===== src/rtl/id_ex_stage_if.sv =====
// ID/EX pipeline-register bundle: decoded ID-stage fields in, registered EX-stage
// copies, hazard-control outputs and event counters back out.
interface id_ex_stage_if #(parameter int XLEN = 32);
  logic [4:0]      IF_ID_RegisterRs1, IF_ID_RegisterRs2, IF_ID_RegisterRd;
  logic            ID_UsesRs1, ID_UsesRs2;
  logic [XLEN-1:0] IF_ID_PC, ID_ReadData1, ID_ReadData2, ID_Imm;
  logic            ID_RegWrite, ID_MemRead, ID_MemWrite, ID_MemtoReg, ID_Branch, ID_ALUSrc;
  logic [1:0]      ID_ALUOp;
  logic [3:0]      ID_ALUCtrl;
  logic            EX_Flush;

  logic [4:0]      ID_EX_RegisterRs1, ID_EX_RegisterRs2, ID_EX_RegisterRd;
  logic [XLEN-1:0] ID_EX_PC, ID_EX_ReadData1, ID_EX_ReadData2, ID_EX_Imm;
  logic            ID_EX_RegWrite, ID_EX_MemRead, ID_EX_MemWrite, ID_EX_MemtoReg;
  logic            ID_EX_Branch, ID_EX_ALUSrc;
  logic [1:0]      ID_EX_ALUOp;
  logic [3:0]      ID_EX_ALUCtrl;
  logic            ID_EX_Valid;
  logic            PCWrite, IF_ID_Write;
  logic [15:0]     StallCount, FlushCount;

  modport master (
    output IF_ID_RegisterRs1, IF_ID_RegisterRs2, IF_ID_RegisterRd, ID_UsesRs1, ID_UsesRs2,
           IF_ID_PC, ID_ReadData1, ID_ReadData2, ID_Imm, ID_RegWrite, ID_MemRead,
           ID_MemWrite, ID_MemtoReg, ID_Branch, ID_ALUSrc, ID_ALUOp, ID_ALUCtrl, EX_Flush,
    input  ID_EX_RegisterRs1, ID_EX_RegisterRs2, ID_EX_RegisterRd, ID_EX_PC,
           ID_EX_ReadData1, ID_EX_ReadData2, ID_EX_Imm, ID_EX_RegWrite, ID_EX_MemRead,
           ID_EX_MemWrite, ID_EX_MemtoReg, ID_EX_Branch, ID_EX_ALUSrc, ID_EX_ALUOp,
           ID_EX_ALUCtrl, ID_EX_Valid, PCWrite, IF_ID_Write, StallCount, FlushCount
  );

  modport slave (
    input  IF_ID_RegisterRs1, IF_ID_RegisterRs2, IF_ID_RegisterRd, ID_UsesRs1, ID_UsesRs2,
           IF_ID_PC, ID_ReadData1, ID_ReadData2, ID_Imm, ID_RegWrite, ID_MemRead,
           ID_MemWrite, ID_MemtoReg, ID_Branch, ID_ALUSrc, ID_ALUOp, ID_ALUCtrl, EX_Flush,
    output ID_EX_RegisterRs1, ID_EX_RegisterRs2, ID_EX_RegisterRd, ID_EX_PC,
           ID_EX_ReadData1, ID_EX_ReadData2, ID_EX_Imm, ID_EX_RegWrite, ID_EX_MemRead,
           ID_EX_MemWrite, ID_EX_MemtoReg, ID_EX_Branch, ID_EX_ALUSrc, ID_EX_ALUOp,
           ID_EX_ALUCtrl, ID_EX_Valid, PCWrite, IF_ID_Write, StallCount, FlushCount
  );
endinterface


===== src/rtl/id_ex_stage.sv =====
// ID/EX pipeline register with load-use hazard detection, flush-driven bubble
// insertion and saturating stall/flush event counters.
module id_ex_stage #(
  parameter int XLEN = 32
) (
  input logic         clk,
  input logic         reset,
  id_ex_stage_if.slave bus
);
  logic rdHit;
  logic loadUse;
  logic stall;

  // A bubble (Valid = 0) or a load into x0 can never create a hazard.
  always_comb begin
    rdHit   = (bus.ID_UsesRs1 && (bus.ID_EX_RegisterRd == bus.IF_ID_RegisterRs1)) ||
              (bus.ID_UsesRs2 && (bus.ID_EX_RegisterRd == bus.IF_ID_RegisterRs2));
    loadUse = bus.ID_EX_Valid && bus.ID_EX_MemRead && (bus.ID_EX_RegisterRd != 5'd0) && rdHit;
    stall   = loadUse && !bus.EX_Flush;
    bus.PCWrite     = !stall;
    bus.IF_ID_Write = !stall;
  end

  // NOTE: sequential state uses non-blocking assignments so every register samples
  // pre-edge values, independent of statement order.
  always_ff @(posedge clk or posedge reset) begin
    if (reset) begin
      bus.ID_EX_RegisterRs1 <= 5'd0;
      bus.ID_EX_RegisterRs2 <= 5'd0;
      bus.ID_EX_RegisterRd  <= 5'd0;
      bus.ID_EX_PC          <= {XLEN{1'b0}};
      bus.ID_EX_ReadData1   <= {XLEN{1'b0}};
      bus.ID_EX_ReadData2   <= {XLEN{1'b0}};
      bus.ID_EX_Imm         <= {XLEN{1'b0}};
      bus.ID_EX_RegWrite    <= 1'b0;
      bus.ID_EX_MemRead     <= 1'b0;
      bus.ID_EX_MemWrite    <= 1'b0;
      bus.ID_EX_MemtoReg    <= 1'b0;
      bus.ID_EX_Branch      <= 1'b0;
      bus.ID_EX_ALUSrc      <= 1'b0;
      bus.ID_EX_ALUOp       <= 2'd0;
      bus.ID_EX_ALUCtrl     <= 4'd0;
      bus.ID_EX_Valid       <= 1'b0;
      bus.StallCount        <= 16'd0;
      bus.FlushCount        <= 16'd0;
    end else begin
      if (stall && (bus.StallCount != 16'hFFFF)) bus.StallCount <= bus.StallCount + 16'd1;
      if (bus.EX_Flush && (bus.FlushCount != 16'hFFFF)) bus.FlushCount <= bus.FlushCount + 16'd1;

      if (bus.EX_Flush || stall) begin
        bus.ID_EX_RegisterRs1 <= 5'd0;
        bus.ID_EX_RegisterRs2 <= 5'd0;
        bus.ID_EX_RegisterRd  <= 5'd0;
        bus.ID_EX_PC          <= {XLEN{1'b0}};
        bus.ID_EX_ReadData1   <= {XLEN{1'b0}};
        bus.ID_EX_ReadData2   <= {XLEN{1'b0}};
        bus.ID_EX_Imm         <= {XLEN{1'b0}};
        bus.ID_EX_RegWrite    <= 1'b0;
        bus.ID_EX_MemRead     <= 1'b0;
        bus.ID_EX_MemWrite    <= 1'b0;
        bus.ID_EX_MemtoReg    <= 1'b0;
        bus.ID_EX_Branch      <= 1'b0;
        bus.ID_EX_ALUSrc      <= 1'b0;
        bus.ID_EX_ALUOp       <= 2'd0;
        bus.ID_EX_ALUCtrl     <= 4'd0;
        bus.ID_EX_Valid       <= 1'b0;
      end else begin
        bus.ID_EX_RegisterRs1 <= bus.IF_ID_RegisterRs1;
        bus.ID_EX_RegisterRs2 <= bus.IF_ID_RegisterRs2;
        bus.ID_EX_RegisterRd  <= bus.IF_ID_RegisterRd;
        bus.ID_EX_PC          <= bus.IF_ID_PC;
        bus.ID_EX_ReadData1   <= bus.ID_ReadData1;
        bus.ID_EX_ReadData2   <= bus.ID_ReadData2;
        bus.ID_EX_Imm         <= bus.ID_Imm;
        bus.ID_EX_RegWrite    <= bus.ID_RegWrite;
        bus.ID_EX_MemRead     <= bus.ID_MemRead;
        bus.ID_EX_MemWrite    <= bus.ID_MemWrite;
        bus.ID_EX_MemtoReg    <= bus.ID_MemtoReg;
        bus.ID_EX_Branch      <= bus.ID_Branch;
        bus.ID_EX_ALUSrc      <= bus.ID_ALUSrc;
        bus.ID_EX_ALUOp       <= bus.ID_ALUOp;
        bus.ID_EX_ALUCtrl     <= bus.ID_ALUCtrl;
        bus.ID_EX_Valid       <= 1'b1;
      end
    end
  end
endmodule


===== src/flat_wrapper.sv =====
// flat-port wrapper written by rule: the top's interface ports become plain ports
module id_ex_stage_flat 
#(
  parameter int XLEN = 32
)
  (clk, reset, bus_IF_ID_RegisterRs1, bus_IF_ID_RegisterRs2, bus_IF_ID_RegisterRd, bus_ID_UsesRs1, bus_ID_UsesRs2, bus_IF_ID_PC, bus_ID_ReadData1, bus_ID_ReadData2, bus_ID_Imm, bus_ID_RegWrite, bus_ID_MemRead, bus_ID_MemWrite, bus_ID_MemtoReg, bus_ID_Branch, bus_ID_ALUSrc, bus_ID_ALUOp, bus_ID_ALUCtrl, bus_EX_Flush, bus_ID_EX_RegisterRs1, bus_ID_EX_RegisterRs2, bus_ID_EX_RegisterRd, bus_ID_EX_PC, bus_ID_EX_ReadData1, bus_ID_EX_ReadData2, bus_ID_EX_Imm, bus_ID_EX_RegWrite, bus_ID_EX_MemRead, bus_ID_EX_MemWrite, bus_ID_EX_MemtoReg, bus_ID_EX_Branch, bus_ID_EX_ALUSrc, bus_ID_EX_ALUOp, bus_ID_EX_ALUCtrl, bus_ID_EX_Valid, bus_PCWrite, bus_IF_ID_Write, bus_StallCount, bus_FlushCount);
  id_ex_stage_if #(.XLEN(XLEN)) bus_i ();
  input logic clk;
  input logic reset;
  input wire logic [$bits(bus_i.IF_ID_RegisterRs1)-1:0] bus_IF_ID_RegisterRs1;
  input wire logic [$bits(bus_i.IF_ID_RegisterRs2)-1:0] bus_IF_ID_RegisterRs2;
  input wire logic [$bits(bus_i.IF_ID_RegisterRd)-1:0] bus_IF_ID_RegisterRd;
  input wire logic [$bits(bus_i.ID_UsesRs1)-1:0] bus_ID_UsesRs1;
  input wire logic [$bits(bus_i.ID_UsesRs2)-1:0] bus_ID_UsesRs2;
  input wire logic [$bits(bus_i.IF_ID_PC)-1:0] bus_IF_ID_PC;
  input wire logic [$bits(bus_i.ID_ReadData1)-1:0] bus_ID_ReadData1;
  input wire logic [$bits(bus_i.ID_ReadData2)-1:0] bus_ID_ReadData2;
  input wire logic [$bits(bus_i.ID_Imm)-1:0] bus_ID_Imm;
  input wire logic [$bits(bus_i.ID_RegWrite)-1:0] bus_ID_RegWrite;
  input wire logic [$bits(bus_i.ID_MemRead)-1:0] bus_ID_MemRead;
  input wire logic [$bits(bus_i.ID_MemWrite)-1:0] bus_ID_MemWrite;
  input wire logic [$bits(bus_i.ID_MemtoReg)-1:0] bus_ID_MemtoReg;
  input wire logic [$bits(bus_i.ID_Branch)-1:0] bus_ID_Branch;
  input wire logic [$bits(bus_i.ID_ALUSrc)-1:0] bus_ID_ALUSrc;
  input wire logic [$bits(bus_i.ID_ALUOp)-1:0] bus_ID_ALUOp;
  input wire logic [$bits(bus_i.ID_ALUCtrl)-1:0] bus_ID_ALUCtrl;
  input wire logic [$bits(bus_i.EX_Flush)-1:0] bus_EX_Flush;
  output wire logic [$bits(bus_i.ID_EX_RegisterRs1)-1:0] bus_ID_EX_RegisterRs1;
  output wire logic [$bits(bus_i.ID_EX_RegisterRs2)-1:0] bus_ID_EX_RegisterRs2;
  output wire logic [$bits(bus_i.ID_EX_RegisterRd)-1:0] bus_ID_EX_RegisterRd;
  output wire logic [$bits(bus_i.ID_EX_PC)-1:0] bus_ID_EX_PC;
  output wire logic [$bits(bus_i.ID_EX_ReadData1)-1:0] bus_ID_EX_ReadData1;
  output wire logic [$bits(bus_i.ID_EX_ReadData2)-1:0] bus_ID_EX_ReadData2;
  output wire logic [$bits(bus_i.ID_EX_Imm)-1:0] bus_ID_EX_Imm;
  output wire logic [$bits(bus_i.ID_EX_RegWrite)-1:0] bus_ID_EX_RegWrite;
  output wire logic [$bits(bus_i.ID_EX_MemRead)-1:0] bus_ID_EX_MemRead;
  output wire logic [$bits(bus_i.ID_EX_MemWrite)-1:0] bus_ID_EX_MemWrite;
  output wire logic [$bits(bus_i.ID_EX_MemtoReg)-1:0] bus_ID_EX_MemtoReg;
  output wire logic [$bits(bus_i.ID_EX_Branch)-1:0] bus_ID_EX_Branch;
  output wire logic [$bits(bus_i.ID_EX_ALUSrc)-1:0] bus_ID_EX_ALUSrc;
  output wire logic [$bits(bus_i.ID_EX_ALUOp)-1:0] bus_ID_EX_ALUOp;
  output wire logic [$bits(bus_i.ID_EX_ALUCtrl)-1:0] bus_ID_EX_ALUCtrl;
  output wire logic [$bits(bus_i.ID_EX_Valid)-1:0] bus_ID_EX_Valid;
  output wire logic [$bits(bus_i.PCWrite)-1:0] bus_PCWrite;
  output wire logic [$bits(bus_i.IF_ID_Write)-1:0] bus_IF_ID_Write;
  output wire logic [$bits(bus_i.StallCount)-1:0] bus_StallCount;
  output wire logic [$bits(bus_i.FlushCount)-1:0] bus_FlushCount;
  assign bus_i.IF_ID_RegisterRs1 = bus_IF_ID_RegisterRs1;
  assign bus_i.IF_ID_RegisterRs2 = bus_IF_ID_RegisterRs2;
  assign bus_i.IF_ID_RegisterRd = bus_IF_ID_RegisterRd;
  assign bus_i.ID_UsesRs1 = bus_ID_UsesRs1;
  assign bus_i.ID_UsesRs2 = bus_ID_UsesRs2;
  assign bus_i.IF_ID_PC = bus_IF_ID_PC;
  assign bus_i.ID_ReadData1 = bus_ID_ReadData1;
  assign bus_i.ID_ReadData2 = bus_ID_ReadData2;
  assign bus_i.ID_Imm = bus_ID_Imm;
  assign bus_i.ID_RegWrite = bus_ID_RegWrite;
  assign bus_i.ID_MemRead = bus_ID_MemRead;
  assign bus_i.ID_MemWrite = bus_ID_MemWrite;
  assign bus_i.ID_MemtoReg = bus_ID_MemtoReg;
  assign bus_i.ID_Branch = bus_ID_Branch;
  assign bus_i.ID_ALUSrc = bus_ID_ALUSrc;
  assign bus_i.ID_ALUOp = bus_ID_ALUOp;
  assign bus_i.ID_ALUCtrl = bus_ID_ALUCtrl;
  assign bus_i.EX_Flush = bus_EX_Flush;
  assign bus_ID_EX_RegisterRs1 = bus_i.ID_EX_RegisterRs1;
  assign bus_ID_EX_RegisterRs2 = bus_i.ID_EX_RegisterRs2;
  assign bus_ID_EX_RegisterRd = bus_i.ID_EX_RegisterRd;
  assign bus_ID_EX_PC = bus_i.ID_EX_PC;
  assign bus_ID_EX_ReadData1 = bus_i.ID_EX_ReadData1;
  assign bus_ID_EX_ReadData2 = bus_i.ID_EX_ReadData2;
  assign bus_ID_EX_Imm = bus_i.ID_EX_Imm;
  assign bus_ID_EX_RegWrite = bus_i.ID_EX_RegWrite;
  assign bus_ID_EX_MemRead = bus_i.ID_EX_MemRead;
  assign bus_ID_EX_MemWrite = bus_i.ID_EX_MemWrite;
  assign bus_ID_EX_MemtoReg = bus_i.ID_EX_MemtoReg;
  assign bus_ID_EX_Branch = bus_i.ID_EX_Branch;
  assign bus_ID_EX_ALUSrc = bus_i.ID_EX_ALUSrc;
  assign bus_ID_EX_ALUOp = bus_i.ID_EX_ALUOp;
  assign bus_ID_EX_ALUCtrl = bus_i.ID_EX_ALUCtrl;
  assign bus_ID_EX_Valid = bus_i.ID_EX_Valid;
  assign bus_PCWrite = bus_i.PCWrite;
  assign bus_IF_ID_Write = bus_i.IF_ID_Write;
  assign bus_StallCount = bus_i.StallCount;
  assign bus_FlushCount = bus_i.FlushCount;
  id_ex_stage #(.XLEN(XLEN)) u_core (.clk(clk), .reset(reset), .bus(bus_i));
endmodule

===== config.mk =====
export PLATFORM = sky130hd
export DESIGN_NAME = id_ex_stage_flat
export DESIGN_NICKNAME = d
export VERILOG_FILES = /design/src/rtl/id_ex_stage_if.sv /design/src/rtl/id_ex_stage.sv /design/src/flat_wrapper.sv
export SDC_FILE = /design/constraint.sdc
export NUM_CORES = 1
export LEC_CHECK = 0
export CAP_MARGIN = 20
export CORE_AREA = 3 3 133 135
export DETAILED_ROUTE_END_ITERATION = 12
export DIE_AREA = 0 0 136 138
export MAX_ROUTING_LAYER = met4
export PLACE_DENSITY_LB_ADDON = 0.12
export SYNTH_ARGS = -nofsm -noshare
export SYNTH_HDL_FRONTEND = slang
export SYNTH_SLANG_ARGS = --single-unit

===== constraint.sdc =====
create_clock -name clk -period 17.93 [get_ports clk]
set_input_delay 3.586 -clock clk [delete_from_list [all_inputs] [get_ports clk]]
set_output_delay 3.586 -clock clk [all_outputs]
set_load 0.005 [all_outputs]

# Word level (Yosys, flattened, before mapping)
# Index checks and enable logic that the tools add are counted.
op_classes:
  addsub: 2
  n_eq_ne: 4
  mux: 16
  n_reduce_logical: 13
op_table:
  columns: ["cell", "count"]
  rows:
  - ["32-bit two-way mux", 4]
  - ["16-bit by 1-bit adder with 16-bit output, second input constant", 2]
  - ["16-bit != test, second input constant", 2]
  - ["5-bit two-way mux", 3]
  - ["5-bit equality test", 2]
  - ["1-bit logical AND", 8]
  - ["1-bit two-way mux", 7]
  - ["5-bit nonzero test", 1]
  - ["4-bit two-way mux", 1]
  - ["1-bit zero test", 2]
  - ["1-bit logical OR", 2]
  - ["2-bit two-way mux", 1]
totals:
  reg_bits: 188
  in_bits: 160
  out_inout_bits: 190
  wordCells: 53

# Depth between registers and ports, before layout
# Gate-level depths: netlist of run 1.
logic_depth:
  depth_word: 7
  depth_mapped: 8
  depth_no_buf: 7

# Worst setup path before layout of run 1
# OpenSTA, ideal clock, no wires.
synth_path:
  path_type: "input port to output port"
  startpoint: "input bus_IF_ID_RegisterRs1[4]"
  endpoint: "output bus_PCWrite"
  t_arrival_ps: 5063
  required_time_ps: 14344
  slack_ps: 9281
  cell_stages: 7
  path_buffers: 2
  cell_sequence: "xnor2_1 > o2111ai_1 > a2111o_1 > a21o_4 > buf_6 > or2_2 > buf_4"
synth_between:
  elab_chain_len: 6
synth_rtl:
  columns: ["item", "line_no", "rtl"]
  rows:
  - ["from (decl)", "flat_wrapper.sv:10", "input wire logic [$bits(bus_i.IF_ID_RegisterRs1)-1:0] bus_IF_ID_RegisterRs1;"]
  - ["5-bit equality test", "id_ex_stage.sv:16", "rdHit = (bus.ID_UsesRs1 && (bus.ID_EX_RegisterRd == bus.IF_ID_RegisterRs1)) ||"]
  - ["1-bit logical AND", "id_ex_stage.sv:16", null]
  - ["1-bit logical OR", "id_ex_stage.sv:16", null]
  - ["1-bit logical AND", "id_ex_stage.sv:18", "loadUse = bus.ID_EX_Valid && bus.ID_EX_MemRead && (bus.ID_EX_RegisterRd != 5'd0) && rdHit;"]
  - ["1-bit logical AND", "id_ex_stage.sv:19", "stall = loadUse && !bus.EX_Flush;"]
  - ["1-bit zero test", null, null]
  - ["to (decl)", "flat_wrapper.sv:44", "output wire logic [$bits(bus_i.PCWrite)-1:0] bus_PCWrite;"]
# No other way between the ends.

# Final worst setup path of run 1
layout_path:
  startpoint: "input bus_IF_ID_RegisterRs2[2]"
  endpoint: "output bus_PCWrite"
layout_between:
  elab_chain_len: 6
layout_rtl:
  columns: ["item", "line_no", "rtl"]
  rows:
  - ["from (decl)", "flat_wrapper.sv:11", "input wire logic [$bits(bus_i.IF_ID_RegisterRs2)-1:0] bus_IF_ID_RegisterRs2;"]
  - ["5-bit equality test", "id_ex_stage.sv:17", "(bus.ID_UsesRs2 && (bus.ID_EX_RegisterRd == bus.IF_ID_RegisterRs2));"]
  - ["1-bit logical AND", "id_ex_stage.sv:17", null]
  - ["1-bit logical OR", "id_ex_stage.sv:16", null]
  - ["1-bit logical AND", "id_ex_stage.sv:18", null]
  - ["1-bit logical AND", "id_ex_stage.sv:19", null]
  - ["1-bit zero test", "id_ex_stage.sv:20", "bus.PCWrite = !stall;"]
# No other way between the ends.

==> impl_results.md, run 1 <==
* Result of the run: completed
* Signal arrival time at the worst endpoint at around 6 ns
* Leak at 0.00486 µW
* IR Drop Worst-Case VDD at ~68 µV
* Endpoints failing setup at 0
* Remaining max-slew budget at the tightest pin at 38.6%
* Path class of the lowest-slack min-delay path: flip-flop to flip-flop
* Number of DRC violations after detailed-routing iteration 0 at 206
* Die Y-Extent at approximately 140 µm
* Share of final-layout standard cells stronger than drive strength 1 at about 5.3%
* Worst-margin pin slew at roughly 0.9 ns
* Clock buffer depth at 2
* Ordered cell list for the critical path: clkdlybuf4s50_1 > xor2_1 > nor4_1 > nand3_1 > a21o_4 > or2_2 > clkdlybuf4s50_1
* Overall Global Routing Usage at a little over a fifth
* Fraction of registers with async set or reset after synthesis at 100%
* Floorplan Core Area at around 17000 µm²
* Number of violations of the max-capacitance limit at 0
* Wire length of the first global-routing pass at 29300 µm
* Final clock period utilization by the worst path at 53.3%
* # clock sinks at around 190
* Full die area at between 15000 and 20000 µm²
* Total CTS buffers at 17
* Cell at the root of the clock tree: sky130_fd_sc_hd__clkbuf_16
* Global route total overflow at 0
* Number of buffers inserted to repair setup after CTS at 0
* Delay of the slowest critical-path stage at 0.48 ns
* Flip-flop cell with the highest count after synthesis: sky130_fd_sc_hd__dfrtp_1
* CTS resizes at 0
* Number of port buffers at ~350
* Area Overhead vs Synth at 64.1%
* Final routed DRC violation total at 0
* Final Util at ~66%
* Initial cell density of the core at between 40 and 50%
* Maximum achievable frequency at 105 MHz
* Area share of the leading cell type in the synthesized netlist at between 70 and 80%
* Number of instances in the synthesized netlist at ~490
* Top Metal Used: met4
* Worst Setup End Kind: output pin
* Clock latency at the later pin of the worst-skew pair at around 0.42 ns
* Number of vias after detailed routing at 4822
* Average routed wire per standard cell at 17.7 µm
* TritonCTS clock tree: yes
* Antenna fix cells at 0
* FF/Latch Area at 4700 µm²
* Hold-fix buffers at CTS at 0
* Number of antenna violations at the first check in global routing at 0
* Area contributors post-synth: sky130_fd_sc_hd__dfrtp_1, sky130_fd_sc_hd__and2_1, sky130_fd_sc_hd__xor2_1
* Sum of net half-perimeters after detailed placement at ~15000 µm
* Most used cell along the critical path: sky130_fd_sc_hd__clkdlybuf4s50_1
* Routed wire length at approximately 19000 µm
* Ys Warns at 0
* Number of storage elements in the synthesis netlist at approximately 190
* Worst path setup slack after routing at ~8.4 ns
* Met1 Wirelength at 6670 µm
* Worst reg2reg path depth at 6
* Final count of pins violating max slew at 0
* Crit-path slowest cell: sky130_fd_sc_hd__nor4_1
* Clk_skew at between 0.009 and 0.01 ns
* Number of cells on the worst hold path at 1
* Amount of wire on met2 after detailed routing at just over 10000 µm
* Sum Neg Setup Slack at 0 ns
* Post-Synthesis Cell Area at about 6700 µm²
* H-tree levels at 4
* Startpoint class of the critical path: input port
* Gp weighted congestion at 0.763
* Min Clock Period, post-route at ~9.6 ns
* Clock slew at reported path FFs at about 0.060 ns
* Critical Setup Path Class: input port to output pin
* Mapped Nets at approximately 650
* Number of distinct library cells after synthesis at 34
* Final net count at ~1000
* Antenna violation net count after detailed routing at 0
* Power density of the placed cells at ~89 nW/µm²
* Sequential share of the synthesized area at 70.1%
* Number of hold-slack violations in the final timing report at 0
* Placement row count at 47
* Met3 wirelength from detailed routing at around 1700 µm
* Number of global-route vias before repair at approximately 5200
* Detailed Routing Iterations Pass 1 at 4
* Peak fanout along the critical path at 16
* Post-synth EDFFs at 0
* DIE WIDTH at between 100 and 150 µm
* I/O pins at 350
* Largest net degree at the start of global routing at approximately 110
* Required time at the endpoint of the critical path at ~14 ns
* Vias per cell at 4.49
* RSZ-0062 raised after global routing: no
* Number of inserted filler cells in the final layout at around 1300
* Dpl ws at 8.40 ns
* Synthesized area divided by synthesized cell count at 13.7 µm²
* Largest area contributor in the synthesized netlist: sky130_fd_sc_hd__dfrtp_1
* Multi-input combinational cell area at roughly 1900 µm²
[worst max-delay path, delay by kind of cell]
kind / cells / cell delay (ns)
simple gates: 3 / 0.99
buf+inv: 2 / 0.91
compound gates: 1 / 0.32
xor+xnor: 1 / 0.16
[state kept, by name, indices dropped and copies added (netlist names)]
signal                        count
u_core.bus.ID_EX_RegisterRd       5
u_core.bus.ID_EX_ALUSrc           1
u_core.bus.ID_EX_Branch           1
u_core.bus.ID_EX_RegisterRs2      5
u_core.bus.ID_EX_Imm             32
u_core.bus.ID_EX_ReadData2       32
u_core.bus.FlushCount            16
u_core.bus.ID_EX_RegWrite         1
u_core.bus.ID_EX_MemWrite         1
u_core.bus.ID_EX_MemRead          1
u_core.bus.ID_EX_ReadData1       32
u_core.bus.StallCount            16
u_core.bus.ID_EX_Valid            1
u_core.bus.ID_EX_MemtoReg         1
u_core.bus.ID_EX_RegisterRs1      5
u_core.bus.ID_EX_ALUCtrl          4
u_core.bus.ID_EX_ALUOp            2
u_core.bus.ID_EX_PC              32
[stage by stage]
step	power (µW)	cell area, µm²	std cells	hold WS, ns
after floorplan	514	6710	491	0.481
after global placement	613	10400	1041	0.482
after detailed placement	616	10400	1041	0.484
after CTS	998	11000	1073	0.494
after global routing	1030	11000	1074	0.513
final	984	11000	1074	0.489
[final cells by class]
| cell class | count | area share (%) |
|---|---|---|
| clock buffers | 22 | 4.13 |
| clock inverters | 10 | 1.27 |
| inverters | 5 | 0.239 |
| multi-input cells | 277 | 17.0 |
| flip-flops and latches | 188 | 42.8 |
| well taps | 220 | 2.50 |
| repair buffers | 352 | 32.1 |
[cells by family after synthesis]
logic type                 synth area share [%]
AOI/OAI and AO/OA                          1.36
xor gates and xnor gates                   4.83
adders and majority gates                 0.373
buffers and inverters                      2.11
DFF                                        70.1
muxes                                     0.336
and+or+nand+nor                            20.8
[layer usage]
layer | GRT usage (%) | vias to the layer above
li1 | - | 2261
met1 | 22.0 | 2329
met2 | 36.9 | 199
met3 | 8.72 | 33
met4 | 7.48 | 0
met5 | - | -
[where the power goes]
group,switching (µW),internal [µW],leakage [µW]
Sequential,16.9,450,0.00244
Clock,154,223,0.000281
Combinational,47.7,92.0,0.00214
[cell usage after synthesis, types with 5 or more instances]
master                     number
sky130_fd_sc_hd__buf_4          5
sky130_fd_sc_hd__clkbuf_2      14
sky130_fd_sc_hd__nand2_1       10
sky130_fd_sc_hd__inv_1          5
sky130_fd_sc_hd__nand4_1        6
sky130_fd_sc_hd__nor4_1         5
sky130_fd_sc_hd__and2_1       158
sky130_fd_sc_hd__dfrtp_1      188
sky130_fd_sc_hd__nor3_1         6
sky130_fd_sc_hd__xnor2_1       13
sky130_fd_sc_hd__nor2_1        11
sky130_fd_sc_hd__nand3_1       17
sky130_fd_sc_hd__xor2_1        24
[placed cells by master (no fill, tap or decap), types with 3 or more instances in the layout]
cell type | Yosys | layout
sky130_fd_sc_hd__clkdlybuf4s50_1 | 0 | 349
sky130_fd_sc_hd__dfrtp_1 | 188 | 188
sky130_fd_sc_hd__nand3_1 | 17 | 17
sky130_fd_sc_hd__clkinvlp_4 | 0 | 3
sky130_fd_sc_hd__nor4_1 | 5 | 5
sky130_fd_sc_hd__nor2_1 | 11 | 10
sky130_fd_sc_hd__inv_1 | 5 | 4
sky130_fd_sc_hd__clkbuf_16 | 0 | 17
sky130_fd_sc_hd__xnor2_1 | 13 | 13
sky130_fd_sc_hd__xor2_1 | 24 | 24
sky130_fd_sc_hd__and2_1 | 158 | 158
sky130_fd_sc_hd__nand4_1 | 6 | 6
sky130_fd_sc_hd__nor3_1 | 6 | 6
sky130_fd_sc_hd__nand2_1 | 10 | 10
sky130_fd_sc_hd__bufinv_16 | 0 | 3
sky130_fd_sc_hd__clkbuf_1 | 1 | 4
[worst paths after layout]
path                                           startpoint                             end  slack [ns]
setup / recovery                 bus_IF_ID_RegisterRs2[2]                     bus_PCWrite        8.37
min in group asynchronous                           reset         u_core.bus.ID_EX_Imm[3]        3.70
hold / removal                  u_core.bus.StallCount[15]       u_core.bus.StallCount[15]        0.49
max in group asynchronous                           reset  u_core.bus.ID_EX_ReadData2[27]       13.13
setup reg to reg           u_core.bus.ID_EX_RegisterRd[1]   u_core.bus.ID_EX_ReadData1[2]       14.67
hold reg to reg                 u_core.bus.StallCount[15]       u_core.bus.StallCount[15]        0.49
Note: power is estimated with default switching activity, not from simulation.
==> run 2, diff against run 1 <==
Settings changed: CORE_AREA 3 3 133 135 to 3 3 141 143, DIE_AREA 0 0 136 138 to 0 0 144 146.
Clock period 17.93 ns to 8.5 ns, I/O delays scaled along.
==> run 2 against run 1 <==
Against the previous run:
- via count increased by 1.8%
- sequential share of layout area decreased by 0.083 points
- final cell count increased by 1.4%
- die area increased by 12%
- register-to-register slack got worse by 9.1 ns
- setup slack got worse by 5.5 ns
- combinational power increased by 110%
- largest power group unchanged
==> impl_results.md, run 2 (same netlist as run 1, synthesis figures left out) <==
* Number of violations of the max-capacitance limit at 0 (unchanged)
* Overall power of the completed layout at 2060 µW (+110%)
* Final cell count without fillers at 1089 (+1.4%)
* Gp weighted congestion at 0.842 (+10%)
* Maximum achievable frequency at about 180 MHz
* Dpl ws at 2.81 ns (-5.59 ns)
* Overall Global Routing Usage at 19.1% (-2.3 points)
* Hold path endpoint: u_core.bus.FlushCount[8]
* Delay of the slowest critical-path stage at 0.49 ns (about the same)
* Signal arrival time at the worst endpoint at 3.97 ns (-2.00 ns)
* Worst R2R Setup Slack at 5.60 ns (-9.07 ns)
* Final count of pins violating max slew at 0 (unchanged)
* Number of buffers inserted to repair setup after CTS at 0 (unchanged)
* Hold Path Origin: u_core.bus.FlushCount[8]
* Placed insts at 1055 (+1.3%)
* Share of final-layout standard cells stronger than drive strength 1 at 5.39% (+0.12 points)
* Sum of net half-perimeters after detailed placement at 14500 µm (about the same)
* Antenna violation net count after detailed routing at 0 (unchanged)
* Number of hold-slack violations in the final timing report at 0 (unchanged)
* Worst Setup End Kind: output pin
* Combinational power share at 14.4% (+0.2 points)
* Ordered cell list for the critical path: clkdlybuf4s50_1 > xnor2_1 > o2111ai_1 > a2111o_1 > a21o_4 > or2_2 > clkdlybuf4s50_1
* Critical Setup Path Class: input port to output pin
* I/O pins at 350 (unchanged)
* Clock slew at reported path FFs at 0.07 ns (about the same)
* Reg2Reg Capture Point: u_core.bus.ID_EX_RegisterRs2[0]
* Placement row count at 50 (+6.4%)
* Leak at 0.00485 µW (about the same)
* Required time at the endpoint of the critical path at 6.80 ns (-7.54 ns)
* Path class of the lowest-slack min-delay path: flip-flop to flip-flop
* Initial cell density of the core at 35.9% (-4.6 points)
* Number of cells on the worst hold path at 1 (unchanged)
* Worst path setup slack after routing at 2.83 ns (-5.54 ns)
* Die Y-Extent at 146 µm (+5.8%)
* Average routed wire per standard cell at 17.8 µm (+0.31%)
* Number of global-route vias before repair at 5227 (+0.13%)
* CTS resizes at 0 (unchanged)
* Vias per cell at 4.51 (+0.40%)
* Detailed Routing Iterations Pass 1 at 4 (unchanged)
* Clock network power share at 37.7% (-0.7 points)
* Full die area at 21000 µm² (+12%)
* Routed wire length at 19400 µm (+1.7%)
* Worst-margin pin slew at 0.765 ns (-0.154 ns)
* Remaining max-slew budget at the tightest pin at 49.0% (+10 points)
* Number of antenna violations at the first check in global routing at 2 (+2)
* Hold slack final at 0.494 ns (+0.00453 ns)
* P_sw at 465 µW (+110%)
* Crit-path slowest cell: sky130_fd_sc_hd__clkdlybuf4s50_1
* Number of DRC violations after detailed-routing iteration 0 at 138 (-33%)
* Cell at the root of the clock tree: sky130_fd_sc_hd__clkbuf_16
* Min Clock Period, post-route at roughly 5.7 ns
* Clk_skew at 0.0113 ns (+0.00175 ns)
* Number of vias after detailed routing at 4909 (+1.8%)
* Final clock period utilization by the worst path at around two thirds
* Power density of the placed cells at 187 nW/µm² (+110%)
* Largest net degree at the start of global routing at 108 (+1.9%)
* TritonCTS clock tree: yes
* Most used cell along the critical path: sky130_fd_sc_hd__clkdlybuf4s50_1
* Endpoints failing setup at 0 (unchanged)
* Sequential cell fraction of total power at 47.9% (+0.4 points)
* Worst flop-to-flop path startpoint: u_core.bus.ID_EX_RegisterRd[1]
* RSZ-0062 raised after global routing: no
* Commonest cells after routing, fill and taps aside: sky130_fd_sc_hd__clkdlybuf4s50_1, sky130_fd_sc_hd__dfrtp_1, sky130_fd_sc_hd__and2_1
* Switch share at 22.6% (+0.41 points)
* DIE WIDTH at 144 µm (+5.9%)
* Clock buffer depth at 2 (unchanged)
* Floorplan Core Area at 18700 µm² (+13%)
* Peak fanout along the critical path at 16 (unchanged)
* Final routed DRC violation total at 0 (unchanged)
* Final net count at 1004 (+0.10%)
* Number of port buffers at 349 (unchanged)
* Clock latency at the later pin of the worst-skew pair at 0.42 ns (about the same)
* Number of inserted filler cells in the final layout at 1532 (+21%)
* Hold-fix buffers at CTS at 0 (unchanged)
* Internal power at 1590 µW (+110%)
* IR Drop Worst-Case VDD at 134 µV (+96%)
* Worst reg2reg path depth at 7 (+1)
* Global route total overflow at 0 (unchanged)
* Startpoint class of the critical path: input port
* Wire length of the first global-routing pass at 29400 µm (+0.47%)
* Result of the run: completed
* Sum Neg Setup Slack at 0 ns (unchanged)
* Area Overhead vs Synth at 64.4%
* Total CTS buffers at 17 (unchanged)
* # clock sinks at 188 (unchanged)
* Most common cell after layout, fill and taps aside: sky130_fd_sc_hd__clkdlybuf4s50_1
* H-tree levels at 4 (unchanged)
-- run 2: cell types whose count changed in the layout (fill, tap and decap cells not counted) --
cell	change
sky130_fd_sc_hd__clkinv_2	-1
sky130_fd_sc_hd__inv_6	+1
sky130_fd_sc_hd__diode_2	+2
sky130_fd_sc_hd__clkinvlp_4	+1
sky130_fd_sc_hd__clkbuf_1	-2
sky130_fd_sc_hd__buf_12	+1
sky130_fd_sc_hd__clkinv_4	-1
sky130_fd_sc_hd__clkbuf_8	+1
sky130_fd_sc_hd__bufinv_16	-1
-- run 2: worst max-delay path, delay by kind of cell --
family	cells	cell delay, ns
xor+xnor	1	0.13
simple gates	1	0.31
compound gates	3	0.88
buf+inv	2	0.94
-- run 2: cell type report --
cell class	instances	area, µm²	share of cell area (%)
tap	234	293	2.66
multi-input combinational	277	1870	16.9
timing repair buffer	353	3560	32.3
antenna	2	5.00	0.0454
sequential	188	4700	42.7
inverter	5	26.3	0.238
clock inverter	9	113	1.02
clock buffer	21	460	4.18
-- run 2: worst max path at each step --
stage	startpoint	end	slack (ns)	cells after the start
3_3_place_gp	bus_IF_ID_RegisterRs1[4]	bus_PCWrite	2.83	7
6_report	bus_IF_ID_RegisterRs1[4]	bus_IF_ID_Write	2.83	7
3_5_place_dp	bus_IF_ID_RegisterRs1[4]	bus_IF_ID_Write	2.81	7
2_1_floorplan	reset	u_core.bus.FlushCount[0]	1.69	1
5_1_grt	bus_IF_ID_RegisterRs1[4]	bus_PCWrite	2.74	7
4_1_cts	bus_IF_ID_RegisterRs1[4]	bus_IF_ID_Write	2.81	7
-- run 2: metal layers --
| metal | vias up | GRT usage (%) | part of all wire [%] |
|---|---|---|---|
| met1 | 2418 | 20.3 | 36 |
| li1 | 2260 | - | - |
| met4 | 0 | 6.87 | 1.9 |
| met2 | 208 | 32.4 | 53 |
| met5 | - | - | 0 |
| met3 | 23 | 7.13 | 9.0 |
-- run 2: per-stage QoR --
step	instance area [µm²]	utilization, %
floorplan	6710	-
global placement	10400	55.6
detailed placement	10400	55.6
CTS	11000	58.7
global route	11000	58.9
finish	11000	58.9
-- run 2: power groups by stage --
| stage | clock network, µW | registers, µW | logic [µW] |
|---|---|---|---|
| floorplan | 0 | 1000 | 81.6 |
| global placement | 0 | 999 | 294 |
| detailed placement | 0 | 1000 | 297 |
| CTS | 799 | 986 | 299 |
| global route | 839 | 991 | 323 |
| finish | 776 | 985 | 295 |
